===== config.mk =====
export PLATFORM = sky130hd
export DESIGN_NAME = ysyx_22050854_mul_ctrl_flat
export DESIGN_NICKNAME = d
export VERILOG_FILES = /design/src/rtl/ysyx_22050854_mul_ctrl_if.sv /design/src/rtl/ysyx_22050854_mul_ctrl.sv /design/src/flat_wrapper.sv
export SDC_FILE = /design/constraint.sdc
export NUM_CORES = 1
export LEC_CHECK = 0
export BUFFER_PORTS_ARGS = -buffer_cell sky130_fd_sc_hd__buf_4
export CORE_AREA = 2 2 185 187
export CTS_CLUSTER_SIZE = 14
export DETAILED_ROUTE_END_ITERATION = 8
export DIE_AREA = 0 0 187 189
export HOLD_SLACK_MARGIN = 0.02
export PLACE_DENSITY = 0.62
export SETUP_SLACK_MARGIN = 0.4
export SLEW_MARGIN = 20
export SYNTH_ARGS = -nofsm -noshare
export SYNTH_HDL_FRONTEND = slang
export SYNTH_SLANG_ARGS = --single-unit
export TNS_END_PERCENT = 5

===== constraint.sdc =====
create_clock -name clk -period 2.3 [get_ports clk]
set_input_delay 0.345 -clock clk [delete_from_list [all_inputs] [get_ports clk]]
set_output_delay 0.345 -clock clk [all_outputs]
set_load 0.005 [all_outputs]

===== src/rtl/ysyx_22050854_mul_ctrl_if.sv =====
// Purpose : groups the EXU request/response handshake and the multiplier
//           issue/result bus of ysyx_22050854_mul_ctrl into one bundle.
// Ports   : req_* / resp_* / busy face the EXU; m_* face the 4-stage multiplier.
//           modport master = controller view, modport slave = EXU + multiplier view.
interface ysyx_22050854_mul_ctrl_if #(
  parameter int TAG_W = 5
);
  // EXU side
  logic             req_valid;
  logic             req_ready;
  logic [2:0]       req_op;
  logic [63:0]      req_src1;
  logic [63:0]      req_src2;
  logic [TAG_W-1:0] req_tag;
  logic             resp_valid;
  logic             resp_ready;
  logic [63:0]      resp_data;
  logic [TAG_W-1:0] resp_tag;
  logic             busy;
  // multiplier side
  logic             m_valid;
  logic             m_mulw;
  logic [1:0]       m_signed;
  logic [63:0]      m_src1;
  logic [63:0]      m_src2;
  logic             m_flush;
  logic             m_ready;
  logic             m_out_valid;
  logic [63:0]      m_hi;
  logic [63:0]      m_lo;

  modport master (
    input  req_valid, req_op, req_src1, req_src2, req_tag, resp_ready,
           m_ready, m_out_valid, m_hi, m_lo,
    output req_ready, resp_valid, resp_data, resp_tag, busy,
           m_valid, m_mulw, m_signed, m_src1, m_src2, m_flush
  );

  modport slave (
    output req_valid, req_op, req_src1, req_src2, req_tag, resp_ready,
           m_ready, m_out_valid, m_hi, m_lo,
    input  req_ready, resp_valid, resp_data, resp_tag, busy,
           m_valid, m_mulw, m_signed, m_src1, m_src2, m_flush
  );
endinterface


===== src/rtl/ysyx_22050854_mul_ctrl.sv =====
// Purpose : issues one RV64 M-extension multiply at a time to the Booth/Wallace
//           multiplier, decodes op into mulw/mul_signed, selects hi/lo result.
// Latency : accept T -> m_valid T+1 -> resp_valid T+6 (plus m_ready stall cycles);
//           with YSYX_22050854_MUL_REUSE_EN defined a cache hit responds at T+1.
// Backpr. : response held stable in DONE until resp_ready; req_ready only in IDLE.
// Ports   : clk, rst (sync active-low), flush (plain); bus = ysyx_22050854_mul_ctrl_if.master.
module ysyx_22050854_mul_ctrl #(
  parameter int TAG_W = 5
) (
  input logic                     clk,
  input logic                     rst,
  input logic                     flush,
  ysyx_22050854_mul_ctrl_if.master bus
);

  typedef enum logic [2:0] {
    S_IDLE,
    S_ISSUE,
    S_WAIT,
    S_DONE,
    S_DRAIN
  } state_t;

  state_t           r_state;
  logic [2:0]       r_op;
  logic             r_m_valid;
  logic             r_m_mulw;
  logic [1:0]       r_m_signed;
  logic [63:0]      r_src1;
  logic [63:0]      r_src2;
  logic [63:0]      r_resp_data;
  logic [TAG_W-1:0] r_tag;

  logic             w_req_ready;
  logic             w_accept;
  logic [2:0]       w_op;
  logic [1:0]       w_signed;
  logic             w_mulw;
  logic             w_cap;
  logic             w_hit;
  logic [63:0]      w_hit_data;

  function automatic logic [63:0] sel_result(input logic [2:0] op,
                                             input logic [63:0] hi,
                                             input logic [63:0] lo);
    case (op)
      3'd0:    sel_result = lo;
      3'd4:    sel_result = {{32{lo[31]}}, lo[31:0]};
      default: sel_result = hi;
    endcase
  endfunction

  // Illegal encodings are folded into MUL at decode so everything downstream
  // only ever sees the five legal ops.
  assign w_op     = (bus.req_op > 3'd4) ? 3'd0 : bus.req_op;
  assign w_signed = (w_op == 3'd3) ? 2'b00 : (w_op == 3'd2) ? 2'b10 : 2'b11;
  assign w_mulw   = (w_op == 3'd4);

  assign w_req_ready = (r_state == S_IDLE) & ~flush & rst;
  assign w_accept    = bus.req_valid & w_req_ready;
  // Result captured only on a genuine (non-flushed) completion in WAIT.
  assign w_cap       = (r_state == S_WAIT) & ~flush & bus.m_out_valid;

`ifdef YSYX_22050854_MUL_REUSE_EN
  logic        r_c_vld;
  logic [63:0] r_c_src1;
  logic [63:0] r_c_src2;
  logic [63:0] r_c_hi;
  logic [63:0] r_c_lo;
  logic [1:0]  r_c_signed;
  logic        r_c_mulw;

  // Only the valid bit needs reset; the payload is qualified by it.
  always_ff @(posedge clk) begin
    if (!rst) begin
      r_c_vld <= 1'b0;
    end else if (w_cap) begin
      r_c_vld    <= 1'b1;
      r_c_src1   <= r_src1;
      r_c_src2   <= r_src2;
      r_c_signed <= r_m_signed;
      r_c_mulw   <= r_m_mulw;
      r_c_hi     <= bus.m_hi;
      r_c_lo     <= bus.m_lo;
    end
  end

  assign w_hit      = r_c_vld & (r_c_src1 == bus.req_src1) & (r_c_src2 == bus.req_src2) &
                      (r_c_signed == w_signed) & (r_c_mulw == w_mulw);
  assign w_hit_data = sel_result(w_op, r_c_hi, r_c_lo);
`else
  assign w_hit      = 1'b0;
  assign w_hit_data = 64'd0;
`endif

  always_ff @(posedge clk) begin
    if (!rst) begin
      r_state     <= S_IDLE;
      r_op        <= 3'd0;
      r_m_valid   <= 1'b0;
      r_m_mulw    <= 1'b0;
      r_m_signed  <= 2'b00;
      r_src1      <= 64'd0;
      r_src2      <= 64'd0;
      r_resp_data <= 64'd0;
      r_tag       <= '0;
    end else begin
      case (r_state)
        S_IDLE: begin
          if (w_accept) begin
            r_op       <= w_op;
            r_src1     <= bus.req_src1;
            r_src2     <= bus.req_src2;
            r_tag      <= bus.req_tag;
            r_m_signed <= w_signed;
            r_m_mulw   <= w_mulw;
            if (w_hit) begin
              r_state     <= S_DONE;
              r_resp_data <= w_hit_data;
            end else begin
              r_state   <= S_ISSUE;
              r_m_valid <= 1'b1;
            end
          end
        end
        S_ISSUE: begin
          if (flush) begin
            r_state   <= S_IDLE;
            r_m_valid <= 1'b0;
          end else if (bus.m_ready) begin
            r_state   <= S_WAIT;
            r_m_valid <= 1'b0;
          end
        end
        S_WAIT: begin
          if (flush) begin
            // A result landing in the flush cycle itself is already drained.
            r_state <= bus.m_out_valid ? S_IDLE : S_DRAIN;
          end else if (bus.m_out_valid) begin
            r_state     <= S_DONE;
            r_resp_data <= sel_result(r_op, bus.m_hi, bus.m_lo);
          end
        end
        S_DONE: begin
          if (flush || bus.resp_ready) begin
            r_state <= S_IDLE;
          end
        end
        S_DRAIN: begin
          if (bus.m_out_valid) begin
            r_state <= S_IDLE;
          end
        end
        default: r_state <= S_IDLE;
      endcase
    end
  end

  assign bus.req_ready  = w_req_ready;
  // Flush masks the handshakes combinationally so nothing issues or transfers
  // in the flush cycle.
  assign bus.m_valid    = r_m_valid & ~flush;
  assign bus.resp_valid = (r_state == S_DONE) & ~flush;
  assign bus.resp_data  = r_resp_data;
  assign bus.resp_tag   = r_tag;
  assign bus.busy       = (r_state != S_IDLE);
  assign bus.m_mulw     = r_m_mulw;
  assign bus.m_signed   = r_m_signed;
  assign bus.m_src1     = r_src1;
  assign bus.m_src2     = r_src2;
  assign bus.m_flush    = flush;

endmodule


===== src/flat_wrapper.sv =====
// flat-port wrapper written by rule: the top's interface ports become plain ports
module ysyx_22050854_mul_ctrl_flat 
#(
  parameter int TAG_W = 5
)
  (clk, rst, flush, bus_req_valid, bus_req_op, bus_req_src1, bus_req_src2, bus_req_tag, bus_resp_ready, bus_m_ready, bus_m_out_valid, bus_m_hi, bus_m_lo, bus_req_ready, bus_resp_valid, bus_resp_data, bus_resp_tag, bus_busy, bus_m_valid, bus_m_mulw, bus_m_signed, bus_m_src1, bus_m_src2, bus_m_flush);
  ysyx_22050854_mul_ctrl_if #(.TAG_W(TAG_W)) bus_i ();
  input logic clk;
  input logic rst;
  input logic flush;
  input wire logic [$bits(bus_i.req_valid)-1:0] bus_req_valid;
  input wire logic [$bits(bus_i.req_op)-1:0] bus_req_op;
  input wire logic [$bits(bus_i.req_src1)-1:0] bus_req_src1;
  input wire logic [$bits(bus_i.req_src2)-1:0] bus_req_src2;
  input wire logic [$bits(bus_i.req_tag)-1:0] bus_req_tag;
  input wire logic [$bits(bus_i.resp_ready)-1:0] bus_resp_ready;
  input wire logic [$bits(bus_i.m_ready)-1:0] bus_m_ready;
  input wire logic [$bits(bus_i.m_out_valid)-1:0] bus_m_out_valid;
  input wire logic [$bits(bus_i.m_hi)-1:0] bus_m_hi;
  input wire logic [$bits(bus_i.m_lo)-1:0] bus_m_lo;
  output wire logic [$bits(bus_i.req_ready)-1:0] bus_req_ready;
  output wire logic [$bits(bus_i.resp_valid)-1:0] bus_resp_valid;
  output wire logic [$bits(bus_i.resp_data)-1:0] bus_resp_data;
  output wire logic [$bits(bus_i.resp_tag)-1:0] bus_resp_tag;
  output wire logic [$bits(bus_i.busy)-1:0] bus_busy;
  output wire logic [$bits(bus_i.m_valid)-1:0] bus_m_valid;
  output wire logic [$bits(bus_i.m_mulw)-1:0] bus_m_mulw;
  output wire logic [$bits(bus_i.m_signed)-1:0] bus_m_signed;
  output wire logic [$bits(bus_i.m_src1)-1:0] bus_m_src1;
  output wire logic [$bits(bus_i.m_src2)-1:0] bus_m_src2;
  output wire logic [$bits(bus_i.m_flush)-1:0] bus_m_flush;
  assign bus_i.req_valid = bus_req_valid;
  assign bus_i.req_op = bus_req_op;
  assign bus_i.req_src1 = bus_req_src1;
  assign bus_i.req_src2 = bus_req_src2;
  assign bus_i.req_tag = bus_req_tag;
  assign bus_i.resp_ready = bus_resp_ready;
  assign bus_i.m_ready = bus_m_ready;
  assign bus_i.m_out_valid = bus_m_out_valid;
  assign bus_i.m_hi = bus_m_hi;
  assign bus_i.m_lo = bus_m_lo;
  assign bus_req_ready = bus_i.req_ready;
  assign bus_resp_valid = bus_i.resp_valid;
  assign bus_resp_data = bus_i.resp_data;
  assign bus_resp_tag = bus_i.resp_tag;
  assign bus_busy = bus_i.busy;
  assign bus_m_valid = bus_i.m_valid;
  assign bus_m_mulw = bus_i.m_mulw;
  assign bus_m_signed = bus_i.m_signed;
  assign bus_m_src1 = bus_i.m_src1;
  assign bus_m_src2 = bus_i.m_src2;
  assign bus_m_flush = bus_i.m_flush;
  ysyx_22050854_mul_ctrl #(.TAG_W(TAG_W)) u_core (.clk(clk), .rst(rst), .flush(flush), .bus(bus_i));
endmodule

* After elaboration in Yosys (flattened, before gate mapping)
Index checks and enable logic that the tools add are counted.
** Cells by class
- Eq/ne operators :: 13
- Multiply operators :: 0
- Reductions and logical operators :: 9
- Order comparisons :: 1
- Div/mod/pow operators :: 0
- Bitwise gates (word level) :: 6
- Add/subtract/negate cells :: 0
- Shift operators :: 0
- Multiplexer cells :: 17
** Operators by type and width (count)
- 64-bit case mux with 2 select lines :: 1
- 3-bit two-way mux :: 9
- 3-bit case mux with 5 select lines :: 1
- 3-bit by 2-bit == test with 1-bit output (second input constant) :: 4
- 3-bit == test (second input constant) :: 3
- 3-bit logical NOT :: 2
- 3-bit inequality test (second input constant) :: 2
- 3-bit AND reduction :: 2
- 1-bit bitwise AND :: 5
- 5-bit AND reduction :: 1
- 1-bit two-way mux :: 4
- 2-bit by 1-bit inequality test with 1-bit output (second input constant) :: 2
- 3-bit by 1-bit == test with 1-bit output (second input constant) :: 1
- 3-bit > comparator (second input constant) :: 1
- 3-bit nonzero test :: 1
- 2-bit two-way mux :: 1
- 2-bit inequality test (second input constant) :: 1
- 1-bit case mux with 2 select lines :: 1
- 2-bit AND reduction :: 1
- 2-bit nonzero test :: 1
- 1-bit logical OR :: 1
- 1-bit inverter :: 1
** Word-level totals
- RAM bits :: 0
- Input port bits :: 271
- Word-level logic and storage cells :: 55
- Memories kept :: 0
- Bits in latches :: 0
- Flip-flop bits (word level) :: 207
- ROM bits :: 0

* Logic depth before layout (Yosys ltp)
Gate-level depths: netlist of the first run.
- Word-level depth :: 6
- Gate-level depth with buffers :: 8
- Depth with buffers taken out :: 3

* Worst setup path after synthesis of the first run
No wires, ideal clock.
- Path kind :: input port to flip-flop
- Start :: in flush
- End :: reg u_core.r_src2[28], in the netlist u_core.bus.m_src2[28]
- Library setup time :: 0.072 ns
- Stages :: 8
- Data required time :: 2.228 ns
- Setup slack :: 0.710 ns
- Arrival time :: 1.518 ns
- Path buffers :: 5
- Cell sequence :: buf_2 -> nor2b_1 -> clkbuf_2 -> and3_1 -> buf_4 -> buf_6 -> buf_6 -> mux2i_1
** On the way
- Word-level cells in the longest chain between the ends :: 5
** Ends and longest elaborated chain
- from (decl) :: RTL line flat_wrapper.sv:10 : input logic flush;
- 1-bit inverter :: RTL line ysyx_22050854_mul_ctrl.sv:59 : assign w_req_ready = (r_state == S_IDLE) & ~flush & rst;
- 1-bit bitwise AND (2 in a row) :: RTL line ysyx_22050854_mul_ctrl.sv:59
- 1-bit bitwise AND :: RTL line ysyx_22050854_mul_ctrl.sv:60 : assign w_accept = bus.req_valid & w_req_ready;
- 2-bit AND reduction (no line)
- to (signal assigned) :: RTL line ysyx_22050854_mul_ctrl.sv:113 : r_src2 <= bus.req_src2;
- to (decl) :: RTL line ysyx_22050854_mul_ctrl.sv:30 : logic [63:0] r_src2;
Every way passes these cells.
A chain may end at the register's enable or synchronous reset.

* Final worst setup path of the first run
- Start :: reg u_core.r_state[2]
- End :: out bus_req_ready
** On the way
- Word-level cells in the longest chain between the ends :: 3
** Ends and longest elaborated chain
- from (decl) :: RTL line ysyx_22050854_mul_ctrl.sv:24 : state_t r_state;
- from (signal assigned) :: RTL line ysyx_22050854_mul_ctrl.sv:138 : r_state <= bus.m_out_valid ? S_IDLE : S_DRAIN;
- 3-bit logical NOT :: RTL line ysyx_22050854_mul_ctrl.sv:59
- 1-bit bitwise AND (2 in a row) :: RTL line ysyx_22050854_mul_ctrl.sv:59
- to (decl) :: RTL line flat_wrapper.sv:21 : output wire logic [$bits(bus_i.req_ready)-1:0] bus_req_ready;
Every way passes these cells.

==> results of run 1 <==
==> power by group <==
group / leakage [nW] / switching (mW) / total (mW) / internal, mW
Clock: 0.397 / 1.51 / 3.85 / 2.34
Sequential: 1.69 / 0.0770 / 3.80 / 3.72
Combinational: 3.74 / 0.551 / 1.18 / 0.627
Total: 5.83 / 2.13 / 8.83 / 6.69
==> area by class of cell <==
| cell class | count | area [µm²] |
|---|---|---|
| fillers | 3410 | 19900 |
| flip-flops and latches | 207 | 4150 |
| inverters | 4 | 15.0 |
| multi-input cells | 698 | 4070 |
| diodes | 1 | 2.50 |
| well taps | 448 | 561 |
| repair buffers | 497 | 3820 |
| clock inverters | 4 | 45.0 |
| clock buffers | 38 | 754 |
==> synth_stat cells, drive strengths merged (3+ instances only) <==
cell type,n,area [µm²]
nand4,127,795
nor2b,4,25.0
a311oi,33,289
nand2,212,796
o22ai,32,200
mux2,33,372
clkbuf,97,365
nor2,3,18.8
mux2i,43,430
a21oi,33,165
buf,27,150
dfxtp,207,4140
o21ai,159,796
inv,4,15.0
==> how the worst min path moves through the flow <==
stage | to | cells past startpoint | slack [ns]
CTS | u_core.bus.m_src1[1]$_SDFFE_PN0P_ | 3 | 0.03
global placement | u_core.bus.m_src2[57]$_SDFFE_PN0P_ | 2 | 0.44
detailed placement | u_core.bus.m_src1[35]$_SDFFE_PN0P_ | 2 | 0.45
floorplan | u_core.r_m_valid$_SDFFE_PN0P_ | 1 | 0.43
global route | u_core.bus.m_src1[33]$_SDFFE_PN0P_ | 3 | 0.04
finish | u_core.bus.m_src1[1]$_SDFFE_PN0P_ | 3 | 0.06
==> cell usage in the layout (no fill, tap or decap), types with 2 or more instances in the layout <==
cell type / synthesis / routed
buf_4: 2 / 488
nand2_1: 212 / 212
dfxtp_1: 207 / 204
o21ai_0: 159 / 159
nand4_1: 127 / 127
mux2i_1: 43 / 43
mux2_2: 33 / 33
a21oi_1: 33 / 33
a311oi_1: 33 / 33
o22ai_1: 32 / 32
clkbuf_16: 0 / 25
clkbuf_8: 0 / 8
buf_12: 0 / 7
clkbuf_1: 96 / 5
inv_1: 4 / 4
nor2b_1: 4 / 3
clkinv_2: 0 / 3
dfxtp_2: 0 / 3
nor4_1: 2 / 2
nor2_1: 2 / 2
a31oi_1: 2 / 2
==> routing by layer <==
metal	share of wire (%)	vias to the layer above
met3	7.0	64
met5	0	-
li1	-	4531
met2	48	383
met1	41	4363
met4	4.1	0
==> kinds of logic (layout without fill, tap and decap cells) <==
group	after synthesis	after routing	share of synthesized area [%]
multiplexers	76	76	9.20
AO/OA/AOI/OAI	265	265	17.4
buffers and inverters	128	543	6.09
AND/OR/NAND/NOR	357	357	19.8
other	0	1	0
flip-flops	207	207	47.6
==> stage by stage <==
| stage | cell area, µm² | hold WS [ns] | instances |
|---|---|---|---|
| final | 13400 | 0.0627 | 1897 |
| after global routing | 13400 | 0.0395 | 1897 |
| after CTS | 13400 | 0.0310 | 1896 |
| after detailed placement | 12600 | 0.451 | 1852 |
| after global placement | 12600 | 0.444 | 1852 |
| after floorplan | 8710 | 0.433 | 1033 |
==> worst max-delay path: stages (launching register included) <==
cell and delay (ns):
dfxtp_2 0.37, nor3_4 0.19, inv_1 0.10, nor3_2 0.13
buf_4 0.16
==> registers in the layout, indices dropped and copies added, names as in the netlist <==
register and cells:
u_core.bus.m_src1 64, u_core.r_state 3, u_core.bus.resp_data 64, u_core.r_op 3
u_core.bus.m_mulw 1, u_core.bus.m_src2 64, u_core.bus.m_signed 2, u_core.r_m_valid 1
u_core.bus.resp_tag 5
==> repair_timing <==
item | CTS | global route
buffers inserted | 1 | 0
hold buffers | 1 | 0
gates resized for setup | 3 | 2
endpoints found under the hold margin | 1 | 0
pin swaps | 1 | 0
endpoints found under the setup margin | 3 | 2
==> results.md, run 1 <==
* Slew HR at 53.9%
* Start of the worst register-to-register path: u_core.r_state[2]$_SDFFE_PN0P_
* Achievable Freq at 555 MHz
* Sequential share of the synthesized area at between 40% and 50%
* Final Max Tran Viols at 0
* Initial antenna violation count at 1
* Avg WL per Cell at ~17 µm
* GPL Wtd Cong at 0.848
* DP Wirelength at ~22 mm
* Synthesized instance count at about 1000
* DR vias at between 9000 and 10000
* GR Util met1 at a little over a fifth
* Tot Pwr at 8.83 mW
* First-pass GRT wire length at around 51 mm
* Worst Path Required at about 2.0 ns
* H-tree Lvls at 1
* Worst Setup EP: bus_req_ready
* Critical-path maximum fanout at 6
* Vias in the first global route at a little over 9000
* Worst-skew pair later-pin latency at 0.51 ns
* CTS Sinks at between 200 and 250
* First drt pass iteration count at 4
* Final WS setup at around 0.5 ns
* Mapped Nets at approximately 1300
* Setup crit start kind: flip-flop
* Die H at 189 µm
* Antenna Violating Nets Remaining at 0
* Synthesized cell area at between 8000 and 9000 µm²
* Core Box Area at between 30000 and 40000 µm²
* Setup Skew at 0.00523 ns
* # rows at 67
* PD cells at 658 nW/µm²
* Hold crit path type: input pin to flip-flop
* Gr ovfl total at 0
* Tcrit/Tclk final at 78.4%
* Die width at approximately 190 µm
* EDFF count, synth at 0
* Num CTS Buffers at 24
* Layout area overhead at 54.0%
* VDD IR-drop max at between 0.5 and 0.6 mV
* GRT Max-Usage Layer: met2
* Max Cap Viol at 0
* Final hold vios at 0
* Starting DRT DRC Count at 628
* Crit path from: u_core.r_state[2]$_SDFFE_PN0P_
* Via-to-Cell Ratio at between 4 and 5
* Gr usage total at 17.4%
* Leakage dissipation at just under 6 nW
* Root buf cell: clkbuf_16
* Outcome: complete, no violations
* Largest net degree at the start of global routing at about 130
* CTS tree: done
* Synth Area per Inst at ~8.4 µm²
* R2R cell count at 5
* Initial Util at a little over a quarter
* Worst setup EP type: output pin
* RSZ-0062 raised after global routing: true
* Yosys warnings at 0
* Max Root-Sink Buffers at 3
* Async SR Flop Fraction at 0%
* Distinct cells, synth at 35
* FF-to-FF setup slack at around 0.6 ns
* PortBufs at approximately 480
* Final setup viols at 0
* Worst slew pin tran at ~0.7 ns
* I/O pins at between 400 and 500
* Share of layout cells above drive strength 1 at 40.0%
* Flops & latches, synth at roughly 210
* Final core occ at 40.3%
* Post-Route WL at approximately 33 mm
* Final min period at between 1.5 and 2 ns
* Top_reg_cell synth: dfxtp_1
* Final #Nets at roughly 1700
* Crit path DAT at 1.46 ns
* Die area at between 30000 and 40000 µm²
* Crit Path Category: flip-flop to output pin
* Setup WS pre-CTS at approximately 0.55 ns
* M3 GR Usage at just over 4%
* Clock-pin slew on the worst setup and hold paths at approximately 0.060 ns
* R2R Path End: u_core.bus.m_src1[19]$_SDFFE_PN0P_
* Residual DRC count at 0
* Beginning of the worst hold path: bus_req_src1[1]
* Final setup TNS at 0 ns
* Met2 global-route usage at 28.7%
Note: power is estimated with default switching activity, not from simulation.
==> run 2, diff against run 1 <==
CORE_AREA = 2 2 183 185   (was 2 2 185 187)
DIE_AREA = 0 0 185 187   (was 0 0 187 189)
PLACE_DENSITY = 0.65   (was 0.62)
clock period = 1.6 ns   (was 2.3 ns; I/O delays follow)
==> results.md, run 2 (synthesis results as in run 1) <==
* Outcome: finished, violations left
* Failing checks: setup timing
* Ant. Diodes at 0
* Layout area overhead at 99.1%
* DR vias at approximately 11000
* Worst-skew pair later-pin latency at about 0.52 ns
* Die width at between 150 and 200 µm
* Most frequent cells in the layout: 356 x buf_4, 218 x dlygate4sd3_1, 212 x nand2_1, 156 x buf_6
* First-pass GRT wire length at between 60 and 70 mm
* # rows at 67
* Residual DRC count at 0
* Setup Skew at 0.0109 ns
* Start of the worst register-to-register path: u_core.r_state[1]$_SDFFE_PN0P_
* Design Area, Final at around 17000 µm²
* Via-to-Cell Ratio at roughly 5.0
* DP Wirelength at 23.1 mm
* VDD IR-drop max at roughly 0.65 mV
* Setup crit start kind: flip-flop
* Hold Path Depth at 4
* CTS tree: done
* Share of layout cells above drive strength 1 at a little under half
* I/O pins at approximately 480
* Starting DRT DRC Count at 626
* Final #Nets at 1966
* Antenna Violating Nets Remaining at 0
* Initial Util at 26.5%
* Slew HR at between 60 and 70%
* Post-Route WL at 39.8 mm
* Root buf cell: clkbuf_16
* Crit path DAT at approximately 1.5 ns
* PortBufs at around 480
* Avg WL per Cell at about 18 µm
* Worst slew pin tran at between 0.5 and 0.6 ns
* Commonest non-fill, non-tap cell in the layout: buf_4
* Die H at 187 µm
* RSZ-0062 raised after global routing: true
* Tcrit/Tclk final at 109%
* Fill count at between 2000 and 3000
* Max Root-Sink Buffers at 3
* Clock-pin slew on the worst setup and hold paths at around 0.06 ns
* Max Cap Viol at 0
* Beginning of the worst hold path: bus_m_ready
* Leakage dissipation at approximately 7.4 nW
* FF-to-FF setup slack at -0.12 ns
* Critical-path maximum fanout at 2
* Hold crit path type: input pin to flip-flop
* R2R Path End: u_core.bus.resp_data[42]$_SDFFE_PN0P_
* Hold EP: u_core.r_state[0]$_SDFFE_PN0P_
* Largest net degree at the start of global routing at between 100 and 150
* R2R cell count at 7
* Final Max Tran Viols at 0
* Final min period at between 1.5 and 2 ns
* Final hold vios at 0
* Core Box Area at approximately 33000 µm²
* Die area at roughly 35000 µm²
* First drt pass iteration count at 5
* H-tree Lvls at 1
* Num CTS Buffers at 24
* Initial antenna violation count at 0
* GPL Wtd Cong at 0.818
* Vias in the first global route at about 11000
* Gr ovfl total at 0
* Final setup viols at 48
* Setup WS pre-CTS at -0.0365 ns
* WHS at between 0.04 and 0.05 ns
* Final WS setup at -0.147 ns
* CTS Sinks at a little over 200
* Crit Path Category: flip-flop to output pin
* Gr usage total at 21.4%
* Worst Path Required at 1.36 ns
* Tot Pwr at approximately 14 mW
* PD cells at roughly 810 nW/µm²
* Worst setup EP type: output pin
* DP Area at ~13000 µm²
* Achievable Freq at roughly 570 MHz
==> run 2: cell types whose count changed in the layout (fill, tap and decap cells not counted), sizes merged <==
| cell | change |
|---|---|
| diode | -1 |
| buf | +44 |
| clkinv | +4 |
| bufinv | +3 |
| dlygate4sd3 | +217 |
| inv | +1 |
| clkbuf | -4 |
==> run 2: power by group <==
group / total (mW) / switching (mW) / internal, mW / leakage (nW)
logic: 2.46 / 1.00 / 1.46 / 5.20
clock network: 6.06 / 2.33 / 3.72 / 0.435
registers: 5.54 / 0.149 / 5.39 / 1.75
==> run 2: cell type report <==
class	count	area [µm²]	area share (%)
Timing Repair Buffer	760	7280	41.9
Sequential cell	207	4340	25.0
Multi-Input combinational cell	698	4290	24.7
Clock buffer	32	702	4.05
Tap cell	448	561	3.23
Clock inverter	12	164	0.945
Inverter	4	17.5	0.101
==> run 2: metrics by stage <==
stage	utilization [%]	std cells	setup TNS, ns
2_1_floorplan	-	1033	0
3_3_place_gp	39.3	1882	0
3_5_place_dp	39.3	1882	-0.0443
4_1_cts	52.0	2158	-2.25
5_1_grt	52.8	2161	-4.95
6_report	52.8	2161	-2.26
==> run 2: how the worst max path moves through the flow <==
| stage | to | startpoint | slack [ns] | depth (start not counted) |
|---|---|---|---|---|
| floorplan | u_core.bus.m_src2[28]$_SDFFE_PN0P_ | u_core.r_state[1]$_SDFFE_PN0P_ | 0.18 | 7 |
| global placement | u_core.bus.resp_data[2]$_SDFFE_PN0P_ | flush | 0.04 | 6 |
| detailed placement | u_core.bus.resp_data[14]$_SDFFE_PN0P_ | flush | -0.04 | 6 |
| CTS | bus_req_ready | u_core.r_state[1]$_SDFFE_PN0P_ | -0.20 | 5 |
| global route | bus_req_ready | u_core.r_state[1]$_SDFFE_PN0P_ | -0.20 | 5 |
| finish | bus_req_ready | u_core.r_state[1]$_SDFFE_PN0P_ | -0.15 | 5 |
==> run 2: repair_timing <==
item                                    4_1_cts  5_1_grt
gates resized for setup                     325       57
endpoints found under the hold margin       189        0
pin swaps                                    10       36
setup buffers                                 8        1
endpoints found under the setup margin      409      411
cloned                                        6        2
hold buffers                                218        0
==> run 2: worst max-delay path, cell delays in order, from the launching register on <==
cell and delay, ns:
dfxtp_4 0.35, nor3_4 0.21, buf_6 0.14, inv_4 0.04, nor3_4 0.11, buf_6 0.13
==> run 2: metal layers <==
| layer | global-route usage (%) | vias up | share of wire, % |
|---|---|---|---|
| met5 | 0 | - | 0 |
| met4 | 11.1 | 0 | 5.0 |
| met3 | 4.56 | 139 | 7.0 |
| met2 | 36.9 | 550 | 50 |
| met1 | 24.7 | 5147 | 38 |
| li1 | - | 5057 | - |
